$ cat config.mk
export PLATFORM = sky130hd
export DESIGN_NAME = rv_instr_encoder
export DESIGN_NICKNAME = d
export VERILOG_FILES = /design/src/rtl/rv_instr_encoder_pkg.sv /design/src/rtl/rv_instr_pack.sv /design/src/rtl/rv_instr_encoder.sv
export SDC_FILE = /design/constraint.sdc
export NUM_CORES = 1
export LEC_CHECK = 0
export ABC_AREA = 1
export BUFFER_PORTS_ARGS = -buffer_cell sky130_fd_sc_hd__buf_2
export CORE_MARGIN = 3
export CORE_UTILIZATION = 30
export DETAILED_ROUTE_END_ITERATION = 6
export GPL_ROUTABILITY_DRIVEN = 0
export HOLD_SLACK_MARGIN = 0.08
export PLACE_DENSITY = 0.65
export SLEW_MARGIN = 25
export SYNTH_ARGS = -nofsm -noshare
export SYNTH_HDL_FRONTEND = slang
export SYNTH_SLANG_ARGS = --single-unit
$ cat constraint.sdc
create_clock -name clk -period 1.7 [get_ports clk]
set_input_delay 0.255 -clock clk [delete_from_list [all_inputs] [get_ports clk]]
set_output_delay 0.255 -clock clk [all_outputs]
set_load 0.005 [all_outputs]
$ cat src/rtl/rv_instr_encoder_pkg.sv
// Shared RV32I instruction constants and the encoder field bundle.
package rv_instr_encoder_pkg;

    // opcode[6:2] for the classes the core decodes
    typedef enum logic [4:0] {
        ClassOpImm  = 5'b00100,
        ClassOp     = 5'b01100,
        ClassLui    = 5'b01101,
        ClassBranch = 5'b11000
    } instr_class_e;

    localparam logic [1:0] OpcodeSuffix = 2'b11;

    localparam logic [2:0] Funct3Add  = 3'b000;
    localparam logic [2:0] Funct3Sll  = 3'b001;
    localparam logic [2:0] Funct3Slt  = 3'b010;
    localparam logic [2:0] Funct3Sltu = 3'b011;
    localparam logic [2:0] Funct3Srx  = 3'b101;

    localparam logic [6:0] Funct7Zero = 7'b0000000;
    localparam logic [6:0] Funct7Alt  = 7'b0100000;

    typedef struct packed {
        logic [4:0]  cls;
        logic [2:0]  funct3;
        logic [6:0]  funct7;
        logic [4:0]  rd;
        logic [4:0]  rs1;
        logic [4:0]  rs2;
        logic [31:0] imm;
    } instr_fields_t;

endpackage

$ cat src/rtl/rv_instr_pack.sv
// Combinational RV32I field packer: bundle in, instruction word and legality flag out.
import rv_instr_encoder_pkg::*;

module rv_instr_pack (
    input  instr_fields_t fields,
    output logic [31:0]   word,
    output logic          illegal
);

    logic [6:0] opcode;
    logic       is_shift;

    always_comb begin
        opcode   = {fields.cls, OpcodeSuffix};
        is_shift = (fields.funct3 == Funct3Sll) || (fields.funct3 == Funct3Srx);
        word     = '0;
        illegal  = 1'b0;
        case (fields.cls)
            ClassOp: begin
                word = {fields.funct7, fields.rs2, fields.rs1, fields.funct3, fields.rd, opcode};
                if (fields.funct7 == Funct7Alt) begin
                    illegal = !((fields.funct3 == Funct3Add) || (fields.funct3 == Funct3Srx));
                end else begin
                    illegal = (fields.funct7 != Funct7Zero);
                end
            end
            ClassOpImm: begin
                if (is_shift) begin
                    word = {fields.funct7, fields.imm[4:0], fields.rs1, fields.funct3,
                            fields.rd, opcode};
                end else begin
                    word = {fields.imm[11:0], fields.rs1, fields.funct3, fields.rd, opcode};
                end
                if (fields.funct3 == Funct3Sll) begin
                    illegal = (fields.funct7 != Funct7Zero);
                end else if (fields.funct3 == Funct3Srx) begin
                    illegal = (fields.funct7 != Funct7Zero) && (fields.funct7 != Funct7Alt);
                end
            end
            ClassBranch: begin
                word = {fields.imm[12], fields.imm[10:5], fields.rs2, fields.rs1, fields.funct3,
                        fields.imm[4:1], fields.imm[11], opcode};
                illegal = (fields.funct3 == Funct3Slt) || (fields.funct3 == Funct3Sltu) ||
                          fields.imm[0];
            end
            ClassLui: begin
                word = {fields.imm[31:12], fields.rd, opcode};
            end
            default: begin
                // Unknown classes fall back to the R-type layout so they still encode verbatim
                word    = {fields.funct7, fields.rs2, fields.rs1, fields.funct3, fields.rd, opcode};
                illegal = 1'b1;
            end
        endcase
    end

endmodule

$ cat src/rtl/rv_instr_encoder.sv
// RV32I instruction encoder with a registered valid/ready IMEM write port.
// Define RV_ENC_ILLEGAL_TRAP_EN to drop illegal bundles and raise the sticky err flag.
import rv_instr_encoder_pkg::*;

module rv_instr_encoder #(
    parameter int unsigned ADDR_W    = 12,
    parameter int unsigned BASE_ADDR = 0,
    parameter int unsigned DEPTH     = 1024
) (
    input  logic                         clk,
    input  logic                         rst_n,
    input  logic                         clear,
    input  logic                         in_valid,
    output logic                         in_ready,
    input  logic [4:0]                   in_class,
    input  logic [2:0]                   in_funct3,
    input  logic [6:0]                   in_funct7,
    input  logic [4:0]                   in_rd,
    input  logic [4:0]                   in_rs1,
    input  logic [4:0]                   in_rs2,
    input  logic [31:0]                  in_imm,
    output logic                         mem_valid,
    input  logic                         mem_ready,
    output logic [ADDR_W-1:0]            mem_addr,
    output logic [31:0]                  mem_wdata,
    output logic [$clog2(DEPTH+1)-1:0]   count,
    output logic                         full,
    output logic                         err
);

    localparam int unsigned       CountW   = $clog2(DEPTH + 1);
    localparam logic [ADDR_W-1:0] BaseAddr = ADDR_W'(BASE_ADDR);
    localparam logic [CountW:0]   DepthExt = (CountW + 1)'(DEPTH);

    instr_fields_t     fields;
    logic [31:0]       word;
    logic              illegal;
    logic              accept;
    logic              load;
    logic              write_fire;
    logic [CountW:0]   pending;

    logic              mem_valid_q, mem_valid_d;
    logic [ADDR_W-1:0] mem_addr_q, mem_addr_d;
    logic [31:0]       mem_wdata_q, mem_wdata_d;
    logic [CountW-1:0] count_q, count_d;

    always_comb begin
        fields.cls    = in_class;
        fields.funct3 = in_funct3;
        fields.funct7 = in_funct7;
        fields.rd     = in_rd;
        fields.rs1    = in_rs1;
        fields.rs2    = in_rs2;
        fields.imm    = in_imm;
    end

    rv_instr_pack u_pack (
        .fields  (fields),
        .word    (word),
        .illegal (illegal)
    );

    // Words already written plus the one held in the output register
    assign pending    = {1'b0, count_q} + {{CountW{1'b0}}, mem_valid_q};
    assign in_ready   = (pending < DepthExt) && (!mem_valid_q || mem_ready);
    assign accept     = in_valid && in_ready;
    assign write_fire = mem_valid_q && mem_ready;

`ifdef RV_ENC_ILLEGAL_TRAP_EN
    logic err_q;

    assign load = accept && !illegal;
    assign err  = err_q;

    always_ff @(posedge clk or negedge rst_n) begin
        if (!rst_n) begin
            err_q <= 1'b0;
        end else if (clear) begin
            err_q <= 1'b0;
        end else if (accept && illegal) begin
            err_q <= 1'b1;
        end
    end
`else
    logic unused_illegal;

    assign unused_illegal = illegal;
    assign load           = accept;
    assign err            = 1'b0;
`endif

    always_comb begin
        mem_valid_d = mem_valid_q;
        mem_addr_d  = mem_addr_q;
        mem_wdata_d = mem_wdata_q;
        count_d     = count_q;
        if (clear) begin
            mem_valid_d = 1'b0;
            mem_addr_d  = BaseAddr;
            count_d     = '0;
        end else begin
            if (write_fire) begin
                mem_valid_d = 1'b0;
                mem_addr_d  = mem_addr_q + ADDR_W'(4);
                count_d     = count_q + CountW'(1);
            end
            if (load) begin
                mem_valid_d = 1'b1;
                mem_wdata_d = word;
            end
        end
    end

    always_ff @(posedge clk or negedge rst_n) begin
        if (!rst_n) begin
            mem_valid_q <= 1'b0;
            mem_addr_q  <= BaseAddr;
            mem_wdata_q <= '0;
            count_q     <= '0;
        end else begin
            mem_valid_q <= mem_valid_d;
            mem_addr_q  <= mem_addr_d;
            mem_wdata_q <= mem_wdata_d;
            count_q     <= count_d;
        end
    end

    assign mem_valid = mem_valid_q;
    assign mem_addr  = mem_addr_q;
    assign mem_wdata = mem_wdata_q;
    assign count     = count_q;
    assign full      = (count_q == CountW'(DEPTH));

endmodule

==> impl_metrics.tcl, run 1 <==
set metrics [dict create \
    crit_path_top_delay_cell "dfrtp_1" \
    pwr-share-clk_pct 27.9 \
    ctsRootBufferMaster "clkbuf_8" \
    grt_max_degree 43 \
    end_kind "output port" \
    setup_tns_ns -0.0725 \
    synthTopCellsByArea "dfrtp_1 (43%), nand2_1 (19%), nand3_1 (11%), inv_1 (4.2%), o21ai_0 (2.9%)" \
    p_per_area_nw_per_um2 761 \
    gr-usage-all-layers_pct 16.4 \
    setup_ws_ns -0.0412 \
    irDropWorstVdd_uv 304 \
    grt_pass1_vias 3163 \
    io-pin-count 126 \
    route.detailed.drc 0 \
    dp_cells 682 \
    final-setup-viol-count 2 \
    core_um2 9910 \
    avgRoutedWirePerCell_um 13.7 \
    cpMostUsedCell "inv_2" \
    antenna_found_initial 0 \
    synth_edf_count 0 \
    hp-class "primary input to flip-flop" \
    run_status "finished with violations" \
    crit_fanout 3 \
    yosys_warnings 0 \
    overflow 0 \
    wl_met3_um 717 \
    synthFlopType "dfrtp_1" \
    hold_viol_final 0 \
    clock-sinks 53 \
    mostFrequentLayoutCells "nand2_1 (154), buf_2 (121), nand3_1 (67)" \
    cts_made_buffers 5 \
    p_int_mw 2.26 \
    slowest_delay_ns 0.41 \
    clock_skew_ns 0.0132 \
    mappedNetlistArea_um2 3110 \
    arrival_ns 1.49 \
    layout.nets 639 \
    synth_top_area_share_pct 42.7 \
    top_layer_used "met4" \
    r2r_cells 7 \
    pwr-share-seq_pct 47.3 \
    required_ns 1.44 \
    die_w_um 108 \
    syn_area_per_cell_um2 7.12 \
    antennaDiodeCount 0 \
    initial_utilization_pct 31.3 \
    routed_via_density 4.84 \
    drt_iter0_drc 141 \
    clockBufferDepth 2 \
    place_hpwl_mm 7.04 \
    ys_ff_latch 53 \
    wl_met2_mm 4.62 \
    clk_latency_ns 0.30 \
    num_rows 36 \
    p_leak_nw 2.26 \
    fmax_mhz 574 \
    cts_tree "yes" \
    drv_cap 0 \
    postRouteAntennaNets 0 \
    power_switching_share_pct 29.0 \
    rsz0062_at_grt "yes" \
    yosys.cell_types.count 30 \
    seq_area_um2 1330 \
    slew_viol_final 0 \
    final_common_cell "nand2_1" \
    fin_cells 703 \
    syn_to_final_growth_pct 34.9 \
    die_area_um2 11600 \
    nFillCells 1036 \
    crit_type "flip-flop to output port" \
    drtPass1Iterations 5 \
    yosysTopAreaCell "dfrtp_1" \
    h-tree-depth 2 \
    hold_path_depth 3 \
    start_kind "flip-flop" \
    synthCells 436 \
    clkTransAtPathRegs_ns 0.09 \
    path_cells "inv_2 > buf_4 > nor2_4 > nand4_1 > nand3_4 > inv_2 > buf_6" \
    wirelength_mm 9.64 \
    drive_gt1_share_pct 33.0 \
    ys_seq_area_share_pct 42.7 \
    p_switching_mw 0.924 \
    violations "setup timing" \
    final.min_clock_period_ns 1.74 \
    io_buffers 122 \
    vias 3404 \
    min_period_over_period_pct 102 \
    async_reset_ff_share_pct 100 \
    grt_pass1_wl_mm 15.3 \
    multiInputGateArea_um2 1590 \
    met1_length_mm 4.24 \
    power_frac_comb_pct 24.8 \
    chipHeight_um 108 \
]
==> synth_stat cells, drive strengths merged, types with 3 or more instances <==
master  instances
clkbuf          3
dfrtp          53
nor2           27
nand2         162
nand3          71
ha              3
nor3            7
inv            37
o21ai          18
buf            19
nand4          12
a21oi          17
==> timing repair <==
item | 4_1_cts | 5_1_grt
endpoints found under the setup margin | 2 | 17
hold buffers | 1 | 0
cloned | 0 | 0
pin swaps | 0 | 9
setup buffers | 6 | 6
resized for setup | 8 | 21
hold endpoints to repair | 11 | 0
==> worst max-delay path, delay by kind of cell, from the launching register on <==
kind          cells  cell delay (ns)
simple gates      3             0.40
buf+inv           4             0.37
flops             1             0.41
==> registers in the layout, summed over array words and instances (netlist names) <==
name	flops
mem_addr	10
mem_wdata	31
count	11
mem_valid	1
==> through the flow <==
stage	total power [mW]	util (%)	worst slack, ns	hold slack (ns)	cell area [um^2]
finish	3.19	42.3	-0.0412	0.213	4190
global route	3.41	42.3	-0.135	0.194	4190
CTS	3.17	40.9	-0.00825	0.196	4060
detailed placement	2.23	39.1	0.159	0.155	3870
global placement	2.22	39.1	0.206	0.152	3870
floorplan	1.86	-	0.334	-0.0406	3110
==> cells by family after synthesis <==
group	count (synthesis)	share of synthesized area, %
and+or+nand+nor	281	40.6
buffers and inverters	60	9.03
DFF	53	42.7
AOI/OAI and AO/OA	38	6.37
adders and majority gates	3	1.21
other	1	0.121
==> layout make-up <==
class                           instances  share of cell area (%)
Multi-Input combinational cell        325                    38.0
Sequential cell                        53                    31.8
Timing Repair Buffer                  146                    20.1
Tap cell                              133                    3.97
Inverter                               38                    3.41
Clock buffer                            7                    2.06
Clock inverter                          1                   0.717
==> final timing paths <==
kind                                     startpoint                  endpoint  slack [ns]
max                            count[1]$_DFFE_PN0N_                  in_ready       -0.04
min                                     in_class[1]  mem_wdata[3]$_DFFE_PN0P_        0.21
max reg2reg                    count[0]$_DFFE_PN0N_      count[8]$_DFFE_PN0N_        0.12
min reg2reg                mem_wdata[1]$_DFFE_PN0P_  mem_wdata[1]$_DFFE_PN0P_        0.48
max in group asynchronous                     rst_n      count[3]$_DFFE_PN0N_        0.81
min in group asynchronous                     rst_n      count[0]$_DFFE_PN0N_        0.36
==> power groups by stage <==
stage | registers, mW | logic (mW) | clock network (mW)
floorplan | 1.54 | 0.322 | 0
global placement | 1.54 | 0.688 | 0
detailed placement | 1.53 | 0.696 | 0
CTS | 1.51 | 0.732 | 0.934
global route | 1.53 | 0.896 | 0.982
finish | 1.51 | 0.791 | 0.890
==> routing by layer <==
layer	vias up	global-route usage, %
met5	-	0
met4	0	3.70
met3	6	3.06
met2	150	26.9
met1	1575	22.3
li1	1673	-
(Power assumes the default switching activity.)
==> run 2, diff against run 1 <==
- CORE_ASPECT_RATIO: not set -> 2
- CORE_MARGIN: 3 -> not set
==> impl_metrics.tcl, run 2 (synthesis gave the netlist of run 1 again) <==
set metrics [dict create \
    p_per_area_nw_per_um2 821 \
    drv_cap 0 \
    pwr-share-seq_pct 41.8 \
    initial_utilization_pct 30.8 \
    clockBufferDepth 2 \
    cts_made_buffers 5 \
    dpl-instance-area_um2 3950 \
    clock-sinks 53 \
    irDropWorstVdd_uv 427 \
    power_frac_comb_pct 24.4 \
    crit_type "flip-flop to output port" \
    io-pin-count 126 \
    die_area_um2 10800 \
    worstHoldEndpoint "mem_wdata[3]$_DFFE_PN0P_" \
    antenna_found_initial 2 \
    start_kind "flip-flop" \
    final.min_clock_period_ns 1.74 \
    final-setup-viol-count 1 \
    run_status "finished with violations" \
    min_period_over_period_pct 102 \
    drtPass1Iterations 4 \
    hold_path_depth 3 \
    design_area_um2 4390 \
    vias 3436 \
    mostFrequentLayoutCells "nand2_1 (155), buf_2 (122), nand3_1 (68)" \
    hold_viol_final 0 \
    arrival_ns 1.48 \
    drt_iter0_drc 105 \
    setup_ws_ns -0.0387 \
    r2r_end "mem_wdata[9]$_DFFE_PN0P_" \
    grt_pass1_vias 3314 \
    overflow 0 \
    end_kind "output port" \
    routed_via_density 4.75 \
    min_from "in_class[1]" \
    h-tree-depth 2 \
    cp-startpoint "count[2]$_DFFE_PN0N_" \
    wirelength_mm 9.93 \
    pwr-share-clk_pct 33.8 \
    drive_gt1_share_pct 33.8 \
    ctsRootBufferMaster "clkbuf_16" \
    hp-class "primary input to flip-flop" \
    setup_tns_ns -0.0387 \
    regToRegSetupSlack_ns 0.08 \
    num_rows 52 \
    reg2reg_from "count[1]$_DFFE_PN0N_" \
    power_switching_share_pct 28.7 \
    chipHeight_um 146 \
    io_buffers 122 \
    p_int_mw 2.57 \
    route.detailed.drc 0 \
    core_um2 10100 \
    syn_to_final_growth_pct 41.4 \
    violations "setup timing" \
    grt_max_degree 54 \
    crit_fanout 5 \
    fmax_mhz 575 \
    rsz0062_at_grt "yes" \
    p_switching_mw 1.03 \
    largest_reg_flops 31 \
    gr-usage-all-layers_pct 18.7 \
    avgRoutedWirePerCell_um 13.7 \
    layout.nets 655 \
    p_leak_nw 2.38 \
    slew_viol_final 0 \
    grt_pass1_wl_mm 15.5 \
    clk_latency_ns 0.30 \
    clkTransAtPathRegs_ns 0.07 \
    cts_tree "yes" \
    required_ns 1.44 \
    final_common_cell "nand2_1" \
    die_w_um 73.9 \
    place_hpwl_mm 7.28 \
    postRouteAntennaNets 0 \
    clock_skew_ns 0.00664 \
    r2r_cells 12 \
]
run 2: changes by cell type in the layout (fill, tap and decap cells not counted), moves of 2 or more:
cell       before  now
buf_6           2    4
buf_4          19   29
clkbuf_8        6    1
diode_2         0    2
clkbuf_16       0    6
dfrtp_2         3    0
dfrtp_1        50   53
run 2: worst max path at each step:
stage | slack (ns) | to | cells past startpoint
detailed placement | -0.11 | mem_wdata[12]$_DFFE_PN0P_ | 8
global route | -0.09 | full | 6
finish | -0.04 | full | 5
floorplan | 0.33 | mem_wdata[4]$_DFFE_PN0P_ | 8
global placement | -0.04 | mem_wdata[12]$_DFFE_PN0P_ | 8
CTS | -0.03 | in_ready | 6
run 2: critical path: stages, from the launching register on:
cell     delay, ns
dfrtp_1       0.41
buf_4         0.17
nor2_2        0.12
nand3_2       0.08
nor4_2        0.25
buf_2         0.15
run 2: repair_timing:
item,CTS,global route
setup buffers,6,9
endpoints found under the hold margin,53,0
resized for setup,14,10
gates cloned,1,1
pin swaps,5,9
setup endpoints to repair,32,40
hold buffers,1,0
run 2: area by class of cell:
| cell class | count | area [um^2] |
|---|---|---|
| well taps | 135 | 169 |
| clock buffers | 6 | 139 |
| multi-input cells | 326 | 1580 |
| fillers | 1062 | 5690 |
| clock inverters | 2 | 37.5 |
| repair buffers | 161 | 988 |
| diodes | 2 | 5.00 |
| flip-flops and latches | 53 | 1330 |
| inverters | 38 | 145 |
run 2: through the flow:
step                power [mW]  std cells  hold slack [ns]  util [%]  worst slack [ns]
floorplan                 1.86        438          -0.0406         -             0.334
global placement          2.25        695            0.275      39.1           -0.0432
detailed placement        2.26        695            0.275      39.1            -0.111
CTS                       3.58        711            0.208      42.0           -0.0259
global route              3.78        723            0.242      43.5           -0.0908
finish                    3.60        723            0.219      43.5           -0.0387
run 2: per-layer routing:
metal	wire length [um]	track usage [%]	vias to the layer above	share of wire [%]
met1	3610	19.5	1579	36
met4	501	13.7	0	5.0
li1	-	-	1708	-
met5	0	0	-	0
met3	395	1.94	30	4.0
met2	5420	33.0	119	55
run 2: power by group through the flow:
stage | combinational, mW | clock (mW) | sequential [mW]
2_1_floorplan | 0.322 | 0 | 1.54
3_3_place_gp | 0.722 | 0 | 1.53
3_5_place_dp | 0.730 | 0 | 1.53
4_1_cts | 0.828 | 1.25 | 1.51
5_1_grt | 0.982 | 1.28 | 1.53
6_report | 0.879 | 1.22 | 1.51
==> run 3, diff against run 2 <==
- CORE_MARGIN: not set -> 3
- RECOVER_POWER: not set -> 50
==> impl_metrics.tcl, run 3 (synthesis gave the netlist of run 1 again) <==
set metrics [dict create \
    run_status "finished with violations" \
    violations "setup timing" \
    grt_pass1_vias 3325 \
    num_rows 52 \
    crit_type "flip-flop to output port" \
    clockBufferDepth 2 \
    h-tree-depth 2 \
    setup_ws_ns -0.00397 \
    clk_latency_ns 0.29 \
    power_frac_comb_pct 23.2 \
    avgRoutedWirePerCell_um 14.0 \
    clkTransAtPathRegs_ns 0.07 \
    slowest_delay_ns 0.41 \
    mostFrequentLayoutCells "nand2_1 (156), buf_2 (99), nand3_1 (67)" \
    fmax_mhz 587 \
    gr-usage-all-layers_pct 16.9 \
    layout.nets 648 \
    final-setup-viol-count 1 \
    pre_cts_ws_ns -0.138 \
    initial_utilization_pct 30.8 \
    io-pin-count 126 \
    p_per_area_nw_per_um2 828 \
    p_switching_mw 1.02 \
    arrival_ns 1.45 \
    syn_to_final_growth_pct 37.5 \
    rsz0062_at_grt "yes" \
    clock-sinks 53 \
    end_kind "output port" \
    power_switching_share_pct 28.8 \
    core_um2 10100 \
    slew_viol_final 0 \
    nFillCells 1057 \
    hold_viol_final 0 \
    antennaDiodeCount 0 \
    p_leak_nw 2.26 \
    path_cells "nand2_1 > nor2_2 > nand3_2 > nand2_2 > inv_2 > nand3_4 > inv_2 > buf_2" \
    start_kind "flip-flop" \
    postRouteAntennaNets 0 \
    design_area_um2 4270 \
    min_period_over_period_pct 100 \
    cpMostUsedCell "inv_2" \
    dp_cells 695 \
    fin_util_pct 42.3 \
    crit_path_top_delay_cell "dfrtp_1" \
    io_buffers 122 \
    clock_skew_ns 0.00644 \
    grt_pass1_wl_mm 15.8 \
    relSlewSlack_pct 49.6 \
    drive_gt1_share_pct 29.4 \
    critPathTopFamily "simple AND/OR/NAND/NOR gates" \
    whs_ns 0.207 \
    drt_iter0_drc 126 \
    hp-class "primary input to flip-flop" \
    irDropWorstVdd_uv 640 \
    die_area_um2 11700 \
    tightest_slew_ns 0.756 \
    fin_cells 714 \
    p_int_mw 2.52 \
    cts_tree "yes" \
    final.min_clock_period_ns 1.70 \
    crit_fanout 3 \
    grt_max_degree 54 \
    critPathBufInv 3 \
    drtPass1Iterations 6 \
    dpl-instance-area_um2 3950 \
    drv_cap 0 \
    ctsRootBufferMaster "clkbuf_16" \
    cts_made_buffers 5 \
    largest_reg_flops 31 \
    die_w_um 77.9 \
    final_common_cell "nand2_1" \
    antenna_found_initial 0 \
    wirelength_mm 10.0 \
    chipHeight_um 150 \
    vias 3453 \
    place_hpwl_mm 7.54 \
    pwr-share-seq_pct 42.7 \
    overflow 0 \
    required_ns 1.44 \
    route.detailed.drc 0 \
    pwr-share-clk_pct 34.1 \
    routed_via_density 4.84 \
]
run 3: cell type report:
cell class | instances | area (um^2) | share of cell area, %
Clock buffer | 6 | 139 | 3.25
Clock inverter | 2 | 37.5 | 0.879
Inverter | 38 | 145 | 3.40
Multi-Input combinational cell | 326 | 1580 | 37.1
Sequential cell | 53 | 1330 | 31.1
Tap cell | 135 | 169 | 3.96
Timing Repair Buffer | 154 | 870 | 20.4
run 3: final timing paths:
| path | to | depth (start not counted) | from | slack, ns |
|---|---|---|---|---|
| min in group asynchronous | mem_wdata[23]$_DFFE_PN0P_ | 3 | rst_n | 0.67 |
| worst min register to register | mem_wdata[3]$_DFFE_PN0P_ | 2 | mem_wdata[3]$_DFFE_PN0P_ | 0.48 |
| max in group asynchronous | mem_addr[11]$_DFFE_PN0N_ | 3 | rst_n | 0.53 |
| worst max-delay path | in_ready | 8 | count[0]$_DFFE_PN0N_ | -0.004 |
| worst min-delay path | mem_wdata[4]$_DFFE_PN0P_ | 3 | in_class[2] | 0.21 |
| worst max register to register | mem_wdata[21]$_DFFE_PN0P_ | 10 | count[0]$_DFFE_PN0N_ | 0.07 |
run 3: per-layer routing:
| metal | GRT usage, % | vias to the layer above | share of wire, % |
|---|---|---|---|
| li1 | - | 1691 | - |
| met1 | 17.9 | 1608 | 36 |
| met2 | 32.6 | 131 | 56 |
| met3 | 1.81 | 23 | 4.7 |
| met4 | 7.62 | 0 | 3.3 |
| met5 | 0 | - | 0 |
run 3: tightest hold or removal path: stages:
cell and delay [ns]:
buf_2 0.09, nand3_1 0.07, nand2_1 0.05
run 3: power by group through the flow:
stage | registers (mW) | logic, mW | clock network [mW]
2_1_floorplan | 1.54 | 0.322 | 0
3_3_place_gp | 1.52 | 0.731 | 0
3_5_place_dp | 1.53 | 0.742 | 0
4_1_cts | 1.51 | 0.833 | 1.23
5_1_grt | 1.52 | 0.923 | 1.26
6_report | 1.51 | 0.818 | 1.21
run 3: what timing repair did:
action                                 4_1_cts  5_1_grt
gates cloned                                 1        0
endpoints found under the hold margin       53        0
pin swaps                                    5        8
resized for setup                           14        9
setup buffers                                3        6
setup endpoints to repair                   32       35
hold buffers                                 1        0
run 3: stage by stage:
step | power [mW] | setup TNS, ns
5_1_grt | 3.71 | -0.255
4_1_cts | 3.57 | -0.0533
6_report | 3.53 | -0.00397
3_5_place_dp | 2.27 | -3.04
2_1_floorplan | 1.86 | 0
3_3_place_gp | 2.26 | -1.35
